File: config.mk
export PLATFORM = sky130hd
export DESIGN_NAME = clock_time_keeper_flat
export DESIGN_NICKNAME = d
export VERILOG_FILES = /design/src/rtl/clock_time_keeper_pkg.sv /design/src/rtl/clock_time_keeper_if.sv /design/src/rtl/clock_time_keeper_bcd_mod_counter.sv /design/src/rtl/clock_time_keeper.sv /design/src/flat_wrapper.sv
export SDC_FILE = /design/constraint.sdc
export NUM_CORES = 1
export LEC_CHECK = 0
export CORE_MARGIN = 2
export CORE_UTILIZATION = 52
export DETAILED_ROUTE_END_ITERATION = 16
export PLACE_DENSITY = 0.87
export SETUP_SLACK_MARGIN = 0.3
export SLEW_MARGIN = 10
export SYNTH_ARGS = -nofsm -noshare
export SYNTH_HDL_FRONTEND = slang
export SYNTH_SLANG_ARGS = --single-unit
File: constraint.sdc
create_clock -name clk -period 2.06 [get_ports clk]
set_input_delay 0.309 -clock clk [delete_from_list [all_inputs] [get_ports clk]]
set_output_delay 0.309 -clock clk [all_outputs]
set_load 0.005 [all_outputs]
File: src/rtl/clock_time_keeper_pkg.sv
// Shared definitions for the time-of-day core: set-mode encodings, field
// limits and the BCD digit type.
package digital_clock_pkg;

  localparam int unsigned DIGIT_W = 4;

  localparam int unsigned SEC_MAX = 59;
  localparam int unsigned MIN_MAX = 59;
  localparam int unsigned HR_MAX  = 23;

  typedef logic [DIGIT_W-1:0] digit_t;

  typedef enum logic [1:0] {
    RUN     = 2'd0,
    SET_HR  = 2'd1,
    SET_MIN = 2'd2
  } state_t;

endpackage

File: src/rtl/clock_time_keeper_if.sv
// Button inputs and display outputs of the time keeper.
//   mode_btn, inc_btn : debounced clk-synchronous button levels
//   hr_tens..min_ones : BCD display digits (left to right)
//   sec_pulse         : one-cycle pulse per second in RUN
//   colon             : seconds-ones LSB for colon blink
//   set_mode          : 0=RUN, 1=SET_HR, 2=SET_MIN
interface clock_time_keeper_if;
  import digital_clock_pkg::*;

  logic        mode_btn;
  logic        inc_btn;
  digit_t      hr_tens;
  digit_t      hr_ones;
  digit_t      min_tens;
  digit_t      min_ones;
  logic        sec_pulse;
  logic        colon;
  logic [1:0]  set_mode;

  modport master (
    output mode_btn, inc_btn,
    input  hr_tens, hr_ones, min_tens, min_ones, sec_pulse, colon, set_mode
  );

  modport slave (
    input  mode_btn, inc_btn,
    output hr_tens, hr_ones, min_tens, min_ones, sec_pulse, colon, set_mode
  );

endinterface

File: src/rtl/clock_time_keeper_bcd_mod_counter.sv
// Two-digit BCD counter wrapping at MODULUS-1 back to 00.
//   clk, clr  : clock, asynchronous active-high clear
//   load_zero : synchronous clear (wins over inc)
//   inc       : advance by one
//   tens/ones : BCD value
//   carry     : combinational, inc while value is MODULUS-1
module bcd_mod_counter
  import digital_clock_pkg::*;
#(
  parameter int unsigned MODULUS = 60
) (
  input  logic   clk,
  input  logic   clr,
  input  logic   load_zero,
  input  logic   inc,
  output digit_t tens,
  output digit_t ones,
  output logic   carry
);

  localparam digit_t TENS_LAST = DIGIT_W'((MODULUS - 1) / 10);
  localparam digit_t ONES_LAST = DIGIT_W'((MODULUS - 1) % 10);
  localparam digit_t NINE      = DIGIT_W'(9);

  logic at_last;

  assign at_last = (tens == TENS_LAST) && (ones == ONES_LAST);
  assign carry   = inc && at_last;

  always_ff @(posedge clk or posedge clr) begin
    if (clr) begin
      tens <= '0;
      ones <= '0;
    end else if (load_zero) begin
      tens <= '0;
      ones <= '0;
    end else if (inc) begin
      if (at_last) begin
        tens <= '0;
        ones <= '0;
      end else if (ones == NINE) begin
        tens <= tens + DIGIT_W'(1);
        ones <= '0;
      end else begin
        ones <= ones + DIGIT_W'(1);
      end
    end
  end

endmodule

File: src/rtl/clock_time_keeper.sv
// 24-hour BCD time keeper with 1 Hz prescaler and two-button set mode.
//   clk  : board clock
//   clr  : asynchronous active-high reset
//   bus  : buttons in, display digits / sec_pulse / colon / set_mode out
module clock_time_keeper
  import digital_clock_pkg::*;
#(
  parameter int unsigned TICK_DIV = 100_000_000
) (
  input  logic                  clk,
  input  logic                  clr,
  clock_time_keeper_if.slave    bus
);

  localparam int unsigned          PRESC_W    = $clog2(TICK_DIV);
  localparam logic [PRESC_W-1:0]   PRESC_LAST = PRESC_W'(TICK_DIV - 1);

  state_t               state_q;
  state_t               next_state;
  logic [PRESC_W-1:0]   presc_q;
  logic                 mode_q;
  logic                 inc_q;
  logic                 mode_rise;
  logic                 inc_rise;
  logic                 sec_pulse_q;

  logic                 hold_c;
  logic                 tick_c;
  logic                 inc_ok_c;
  logic                 min_inc_c;
  logic                 hr_inc_c;

  logic                 sec_carry;
  logic                 min_carry;
  logic                 hr_carry;
  digit_t               sec_tens;
  digit_t               sec_ones;
  digit_t               min_tens;
  digit_t               min_ones;
  digit_t               hr_tens;
  digit_t               hr_ones;

  // Registered rising-edge detect on both buttons.
  always_ff @(posedge clk or posedge clr) begin
    if (clr) begin
      mode_q    <= 1'b0;
      inc_q     <= 1'b0;
      mode_rise <= 1'b0;
      inc_rise  <= 1'b0;
    end else begin
      mode_q    <= bus.mode_btn;
      inc_q     <= bus.inc_btn;
      mode_rise <= bus.mode_btn & ~mode_q;
      inc_rise  <= bus.inc_btn & ~inc_q;
    end
  end

  // Set-mode state register.
  always_ff @(posedge clk or posedge clr) begin
    if (clr) state_q <= RUN;
    else     state_q <= next_state;
  end

  // Mode sequencing; time is frozen whenever either side of the edge is a set mode.
  always_comb begin
    next_state = state_q;
    hold_c     = 1'b0;
    tick_c     = 1'b0;
    case (state_q)
      RUN:     if (mode_rise) next_state = SET_HR;
      SET_HR:  if (mode_rise) next_state = SET_MIN;
      SET_MIN: if (mode_rise) next_state = RUN;
      default: next_state = RUN;
    endcase
    hold_c = (state_q != RUN) || (next_state != RUN);
    tick_c = !hold_c && (presc_q == PRESC_LAST);
  end

  // A mode edge in the same cycle swallows the inc edge.
  assign inc_ok_c  = inc_rise & ~mode_rise;
  // Minute carry never reaches hours while setting minutes.
  assign min_inc_c = (state_q == RUN) ? sec_carry : ((state_q == SET_MIN) && inc_ok_c);
  assign hr_inc_c  = (state_q == RUN) ? min_carry : ((state_q == SET_HR)  && inc_ok_c);

  // 1 Hz prescaler and registered tick pulse.
  always_ff @(posedge clk or posedge clr) begin
    if (clr) begin
      presc_q     <= '0;
      sec_pulse_q <= 1'b0;
    end else begin
      sec_pulse_q <= tick_c;
      if (hold_c || (presc_q == PRESC_LAST)) presc_q <= '0;
      else                                   presc_q <= presc_q + PRESC_W'(1);
    end
  end

  bcd_mod_counter #(.MODULUS(SEC_MAX + 1)) u_sec (
    .clk       (clk),
    .clr       (clr),
    .load_zero (hold_c),
    .inc       (tick_c),
    .tens      (sec_tens),
    .ones      (sec_ones),
    .carry     (sec_carry)
  );

  bcd_mod_counter #(.MODULUS(MIN_MAX + 1)) u_min (
    .clk       (clk),
    .clr       (clr),
    .load_zero (1'b0),
    .inc       (min_inc_c),
    .tens      (min_tens),
    .ones      (min_ones),
    .carry     (min_carry)
  );

  bcd_mod_counter #(.MODULUS(HR_MAX + 1)) u_hr (
    .clk       (clk),
    .clr       (clr),
    .load_zero (1'b0),
    .inc       (hr_inc_c),
    .tens      (hr_tens),
    .ones      (hr_ones),
    .carry     (hr_carry)
  );

  // Seconds tens and the hour carry have no consumer.
  logic unused_ok;
  assign unused_ok = ^{sec_tens, sec_ones[DIGIT_W-1:1], hr_carry};

  assign bus.hr_tens   = hr_tens;
  assign bus.hr_ones   = hr_ones;
  assign bus.min_tens  = min_tens;
  assign bus.min_ones  = min_ones;
  assign bus.sec_pulse = sec_pulse_q;
  assign bus.colon     = sec_ones[0];
  assign bus.set_mode  = state_q;

endmodule

File: src/flat_wrapper.sv
// flat-port wrapper written by rule: the top's interface ports become plain ports
module clock_time_keeper_flat import digital_clock_pkg::*;
#(
  parameter int unsigned TICK_DIV = 100_000_000
)
  (clk, clr, bus_mode_btn, bus_inc_btn, bus_hr_tens, bus_hr_ones, bus_min_tens, bus_min_ones, bus_sec_pulse, bus_colon, bus_set_mode);
  clock_time_keeper_if bus_i ();
  input  logic clk;
  input  logic clr;
  input wire logic [$bits(bus_i.mode_btn)-1:0] bus_mode_btn;
  input wire logic [$bits(bus_i.inc_btn)-1:0] bus_inc_btn;
  output wire logic [$bits(bus_i.hr_tens)-1:0] bus_hr_tens;
  output wire logic [$bits(bus_i.hr_ones)-1:0] bus_hr_ones;
  output wire logic [$bits(bus_i.min_tens)-1:0] bus_min_tens;
  output wire logic [$bits(bus_i.min_ones)-1:0] bus_min_ones;
  output wire logic [$bits(bus_i.sec_pulse)-1:0] bus_sec_pulse;
  output wire logic [$bits(bus_i.colon)-1:0] bus_colon;
  output wire logic [$bits(bus_i.set_mode)-1:0] bus_set_mode;
  assign bus_i.mode_btn = bus_mode_btn;
  assign bus_i.inc_btn = bus_inc_btn;
  assign bus_hr_tens = bus_i.hr_tens;
  assign bus_hr_ones = bus_i.hr_ones;
  assign bus_min_tens = bus_i.min_tens;
  assign bus_min_ones = bus_i.min_ones;
  assign bus_sec_pulse = bus_i.sec_pulse;
  assign bus_colon = bus_i.colon;
  assign bus_set_mode = bus_i.set_mode;
  clock_time_keeper #(.TICK_DIV(TICK_DIV)) u_core (.clk(clk), .clr(clr), .bus(bus_i));
endmodule
# [Word level (Yosys, flattened, before mapping)]
# Index checks and enable logic that the tools add are counted.
[classes] n_mux=23 bitwise_logic=6 n_eq_ne=10 n_addsub=7 reduce_logical=21
[op_table] op="$mux 4" n=16
[op_table] op="$add 27x1->27 const B" n=1
[op_table] op="$eq 27x27->1 const B" n=1
[op_table] op="$mux 27" n=1
[op_table] op="$add 4x1->4 const B" n=6
[op_table] op="$eq 4x4->1 const B" n=3
[op_table] op="$reduce_bool 2->1" n=5
[op_table] op="$eq 4x2->1 const B" n=2
[op_table] op="$eq 4x3->1 const B" n=2
[op_table] op="$logic_and 1x1->1" n=8
[op_table] op="$mux 2" n=3
[op_table] op="$pmux 2 s3" n=1
[op_table] op="$reduce_and 2->1" n=3
[op_table] op="$and 1x1->1" n=3
[op_table] op="$not 1->1" n=3
[op_table] op="$reduce_bool 3->1" n=1
[op_table] op="$eq 2x1->1 const B" n=1
[op_table] op="$eq 2x2->1 const B" n=1
[op_table] op="$logic_not 2->1" n=1
[op_table] op="$logic_or 1x1->1" n=2
[op_table] op="$mux 1" n=2
[op_table] op="$logic_not 1->1" n=1
[word_totals] input_bits=4 wordCells=80 out_inout_bits=20 ff_bits=58

# [Longest topological paths before layout]
[logic_depth] depth_word=11 depth_mapped=9 depth_no_buf=8

# [Cells and area by module]
# A second synthesis with hierarchy kept.
[hier_totals] cells_unflattened=330 area_unflattened_um2=3193.1
[by_module_without_submodules] mod="clock_time_keeper" seq_area_each_um2=850.8 cells_each=167 area_each_um2=1675.4 n_inst=1
[by_module_without_submodules] mod="bcd_mod_counter (u_core.u_hr)" seq_area_each_um2=200.2 cells_each=58 area_each_um2=528.0 n_inst=1
[by_module_without_submodules] mod="bcd_mod_counter (u_core.u_min)" seq_area_each_um2=200.2 cells_each=51 area_each_um2=499.2 n_inst=1
[by_module_without_submodules] mod="bcd_mod_counter (u_core.u_sec)" seq_area_each_um2=200.2 cells_each=54 area_each_um2=490.5 n_inst=1

# [Worst setup path after synthesis]
# Ideal clock, no wire load.
[synth_timing] kind="reg2reg" start="register u_core.presc_q[4]" end="register u_core.presc_q[22]" t_required_ns=1.982 setup_ns=0.078 arrival_time_ns=1.926 n_path_buf=0 setup_slack_ns=0.055 path_stages_with_launch=6 synth_period_minus_slack_ns=2.005 path_cell_list="dfrtp_1 > nand4_2 > or4_4 > or3_4 > or3_1 > a21oi_1"
[synth_between] elab_chain_len=3 elab_cells_between_ends=4 cone_classes="add/sub (1); eq/ne (1); mux (1); reduce/logical (1)"
[synth_rtl] element="from (decl)" line="clock_time_keeper.sv:20" source="logic [PRESC_W-1:0] presc_q;"
[synth_rtl] element="from (signal assigned)" line="clock_time_keeper.sv:93" source="else presc_q <= presc_q + PRESC_W'(1);"
[synth_rtl] element="branches (longest 2 deep; another with $add 27x1->27)"
[synth_rtl] element="$mux 27 *" line="clock_time_keeper.sv:92" source="if (hold_c || (presc_q == PRESC_LAST)) presc_q <= '0;"
# Every way passes the cells marked *.
# A chain may end at the register's enable or synchronous reset.

# [Worst setup path in the final report]
[layout_timing] start="register u_core.presc_q[25]" end="register u_core.u_min.tens[2]"
[layout_between] elab_chain_len=5
[layout_rtl] element="$eq 27x27->1" line="clock_time_keeper.sv:76" source="tick_c = !hold_c && (presc_q == PRESC_LAST);"
[layout_rtl] element="$logic_and 1x1->1" line="clock_time_keeper.sv:76"
[layout_rtl] element="$logic_and 1x1->1" line="clock_time_keeper_bcd_mod_counter.sv:28" source="assign carry = inc && at_last;"
[layout_rtl] element="$mux 1" line="clock_time_keeper.sv:82" source="assign min_inc_c = (state_q == RUN) ? sec_carry : ((state_q == SET_MIN) && inc_ok_c);"
[layout_rtl] element="$reduce_and 2->1 (no source line)"
[layout_rtl] element="to (signal assigned)" line="clock_time_keeper_bcd_mod_counter.sv:42" source="tens <= tens + DIGIT_W'(1);"
[layout_rtl] element="to (decl)" line="clock_time_keeper_bcd_mod_counter.sv:16" source="output digit_t tens,"
# No other way between the ends.

==> impl_metrics.py <==
metrics = {
    "clocking": {
        "ctsRootBufferMaster": "clkbuf_8",
        "clk_latency_ns": 0.34,
        "cts_buffers": 9,
        "clock_path_buffers": 2,
        "clkTransAtPathRegs_ns": 0.07,
        "tritoncts": "yes",
        "cts_sinks": 58,
        "h-tree-depth": 3,
    },
    "placed_design": {
        "placed_area_sq_um": 3397,
        "gp_congestion": 0.8395,
        "dp_hpwl_um": 3972,
        "post-place-ws_ns": 0.03354,
        "io_buffers": 23,
    },
    "power_and_ir_drop": {
        "intPower_uw": 2398,
        "ir_drop_mv": 0.7474,
        "p_switching_uw": 1393,
        "power_uw": 3791,
        "clockPowerShare": 0.245,
        "seq_power_share": 0.384,
        "leakage_uw": 0.001897,
        "power_frac_comb": 0.371,
        "power_density_nw_per_um2": 858.1,
        "switching_share": 0.3674,
    },
    "run": {
        "cap_violations": 0,
    },
    "logic_synthesis": {
        "synthCells": 286,
        "syn_nets": 301,
        "synth_area_leaders": "dfrtp_1 50%, nor2_1 5.2%, ha_1 4.8%",
        "synth_edf_count": 0,
        "synth_most_common_cell": "dfrtp_1",
        "synth.yosys.seq_area_share": 0.5026,
        "synth_top_flop_cell": "dfrtp_1",
        "synth_area_per_cell_sq_um": 10.10,
        "synthTopCellsByCount": "58 x dfrtp_1, 40 x nor2_1, 28 x nand2_1, 15 x xor2_1",
        "netlist_area_sq_um": 2888,
        "yosys.area.top_type_share": 0.5026,
        "yosys.area.top_type": "dfrtp_1",
        "yosys_warnings": 0,
        "async_flop_share": 1.000,
        "yosys_register_bits": 58,
        "synth_cell_types": 46,
    },
    "global_routing": {
        "antenna_found_initial": 0,
        "first_global_vias": 2524,
        "grt_max_degree": 59,
        "grt_pass1_wl_um": 12340,
        "overflow": 0,
        "grt_use_total": 0.2603,
    },
    "sta": {
        "rsz0062_at_grt": "true",
        "worstMarginPinSlew_ns": 0.4673,
        "period_share": 1.112,
        "fin_ws_ns": -0.2305,
        "finalSetupViolations": 44,
        "max_clock_freq_mhz": 436.6,
        "slew_headroom": 0.6884,
        "slew_violations": 0,
        "hold_viol": 0,
        "timing.final.crit_period_ns": 2.290,
        "finalClockSkew_ns": 0.006673,
    },
    "floorplanning": {
        "coreArea_sq_um": 5439,
        "die_h_um": 78.52,
        "start_util": 0.5309,
        "rows": 27,
        "fp.dieW_um": 78.52,
        "dieArea_sq_um": 6165,
        "ios": 24,
    },
    "cells_and_area": {
        "drive_gt1_frac": 0.4453,
        "antennaDiodeCount": 0,
        "fillerInstances": 267,
        "fin_nets": 385,
        "final_design_area_no_fill_sq_um": 4418,
        "area_growth_pct": 52.99,
        "final_core_util": 0.8123,
    },
    "route": {
        "detail-route-antenna-nets": 0,
        "drt_iter0_drc": 190,
        "drt_pass1_iterations": 4,
        "wl_um": 9462,
        "vias_per_cell": 6.089,
        "wl_per_cell_um": 21.17,
        "vias": 2722,
        "drc_errors": 0,
    },
    "critical_path": {
        "cp_max_fo": 5,
        "r2r_end": "u_core.u_min.tens[2]",
        "worstSetupEndpointType": "flip-flop",
        "reg2reg_from": "u_core.presc_q[25]",
        "reg2reg_depth": 9,
        "start_kind": "flip-flop",
        "path_class": "flip-flop to flip-flop",
        "r2r_slack_ns": -0.23,
        "cp.arrival_ns": 2.53,
        "required_ns": 2.30,
    },
    "min_path": {
        "hp-class": "input port to asynchronous set/reset pin",
    },
    "run_status": {
        "violations": "setup timing",
        "status": "complete, but fails checks",
    },
}
worst max-delay path, stage by stage (launching register included):
cell	delay [ns]
dfrtp_1	0.46
nor4bb_1	0.45
and4_1	0.32
nand3_2	0.11
buf_6	0.14
o21ai_4	0.16
buf_6	0.16
nand2_4	0.06
buf_4	0.13
o2bb2ai_1	0.20
state kept, by name, indices dropped and copies added, names as in the netlist:
name and cells:
u_core.mode_q 1, u_core.u_sec.ones 4, u_core.bus.set_mode 2, u_core.u_hr.tens 4, u_core.presc_q 27, u_core.mode_rise 1
u_core.u_sec.tens 4, u_core.inc_rise 1, u_core.u_min.tens 4, u_core.u_min.ones 4, u_core.bus.sec_pulse 1, u_core.u_hr.ones 4
u_core.inc_q 1
area by class of cell:
| type | instances | area (sq um) | area share |
|---|---|---|---|
| inverter | 8 | 30.03 | 0.006797 |
| multi-input combinational | 215 | 1921 | 0.4347 |
| tap | 72 | 90.09 | 0.02039 |
| clock inverter | 3 | 15.01 | 0.003398 |
| clock buffer | 13 | 148.9 | 0.03370 |
| timing repair buffer | 78 | 753.2 | 0.1705 |
| sequential | 58 | 1460 | 0.3305 |
cell families (layout without fill, tap and decap cells):
family / Yosys count / after routing / share of synthesized area
simple gates: 137 / 137 / 0.2474
flops: 58 / 58 / 0.5026
compound gates: 32 / 32 / 0.07366
xor+xnor: 29 / 29 / 0.08796
buf+inv: 13 / 102 / 0.01733
fa+ha+maj: 11 / 11 / 0.04766
mux: 6 / 6 / 0.02340
power groups by stage:
| stage | clock (uW) | combinational (uW) | sequential [uW] |
|---|---|---|---|
| CTS | 904 | 853 | 1420 |
| floorplan | 0 | 441 | 1410 |
| detailed placement | 0 | 776 | 1430 |
| global route | 977 | 1460 | 1470 |
| finish | 928 | 1410 | 1460 |
| global placement | 0 | 744 | 1420 |
metrics by stage:
| step | TNS, ns | std cells | hold WS, ns |
|---|---|---|---|
| CTS | 0 | 434 | 0.3715 |
| global route | -5.045 | 447 | 0.3901 |
| floorplan | 0 | 286 | 0.3404 |
| finish | -3.743 | 447 | 0.3549 |
| detailed placement | 0 | 394 | 0.3851 |
| global placement | 0 | 394 | 0.3855 |
metal layers:
metal	track usage	up-vias	wire (um)
li1	-	1155	-
met3	0.05057	35	513
met4	0.1070	0	373
met2	0.4444	132	4955
met5	0	-	0
met1	0.3230	1400	3620
worst max path at each step:
stage | depth (start not counted) | end | slack [ns] | startpoint
global placement | 8 | u_core.u_hr.tens[1] | 0.07 | u_core.u_sec.tens[1]
floorplan | 5 | u_core.presc_q[22] | 0.22 | u_core.presc_q[4]
global route | 9 | u_core.u_min.tens[2] | -0.27 | u_core.presc_q[25]
CTS | 7 | u_core.u_min.tens[1] | 0.10 | u_core.presc_q[17]
detailed placement | 8 | u_core.u_hr.tens[1] | 0.03 | u_core.u_sec.tens[1]
finish | 9 | u_core.u_min.tens[2] | -0.23 | u_core.presc_q[25]
placed cells by master (no fill, tap or decap), drive strengths merged, types with 2 or more instances in the layout:
master / synthesis / layout
a21oi: 5 / 5
a31o: 2 / 2
or3: 3 / 3
clkinv: 0 / 3
o2bb2ai: 2 / 2
and2: 3 / 3
nor4b: 2 / 2
and3: 7 / 7
xor2: 15 / 15
clkdlybuf4s50: 0 / 23
nand3: 14 / 14
inv: 8 / 8
mux2: 6 / 6
nor2: 41 / 41
nand2b: 6 / 6
nand2: 28 / 28
o21ai: 10 / 10
nand4: 8 / 8
buf: 2 / 54
o31ai: 5 / 5
nor4: 2 / 2
ha: 11 / 11
dfrtp: 58 / 58
a22o: 2 / 2
nor2b: 7 / 7
nor4bb: 2 / 2
clkbuf: 3 / 14
a31oi: 2 / 2
nor3: 6 / 6
or3b: 2 / 2
xnor2: 14 / 14
timing repair:
item | in CTS | in global routing
gates cloned | 0 | 2
endpoints found under the setup margin | 44 | 54
buffers inserted | 24 | 11
hold buffers | 0 | 0
pin swaps | 19 | 30
gates resized for setup | 30 | 109
Power figures use the tool's default switching activity.
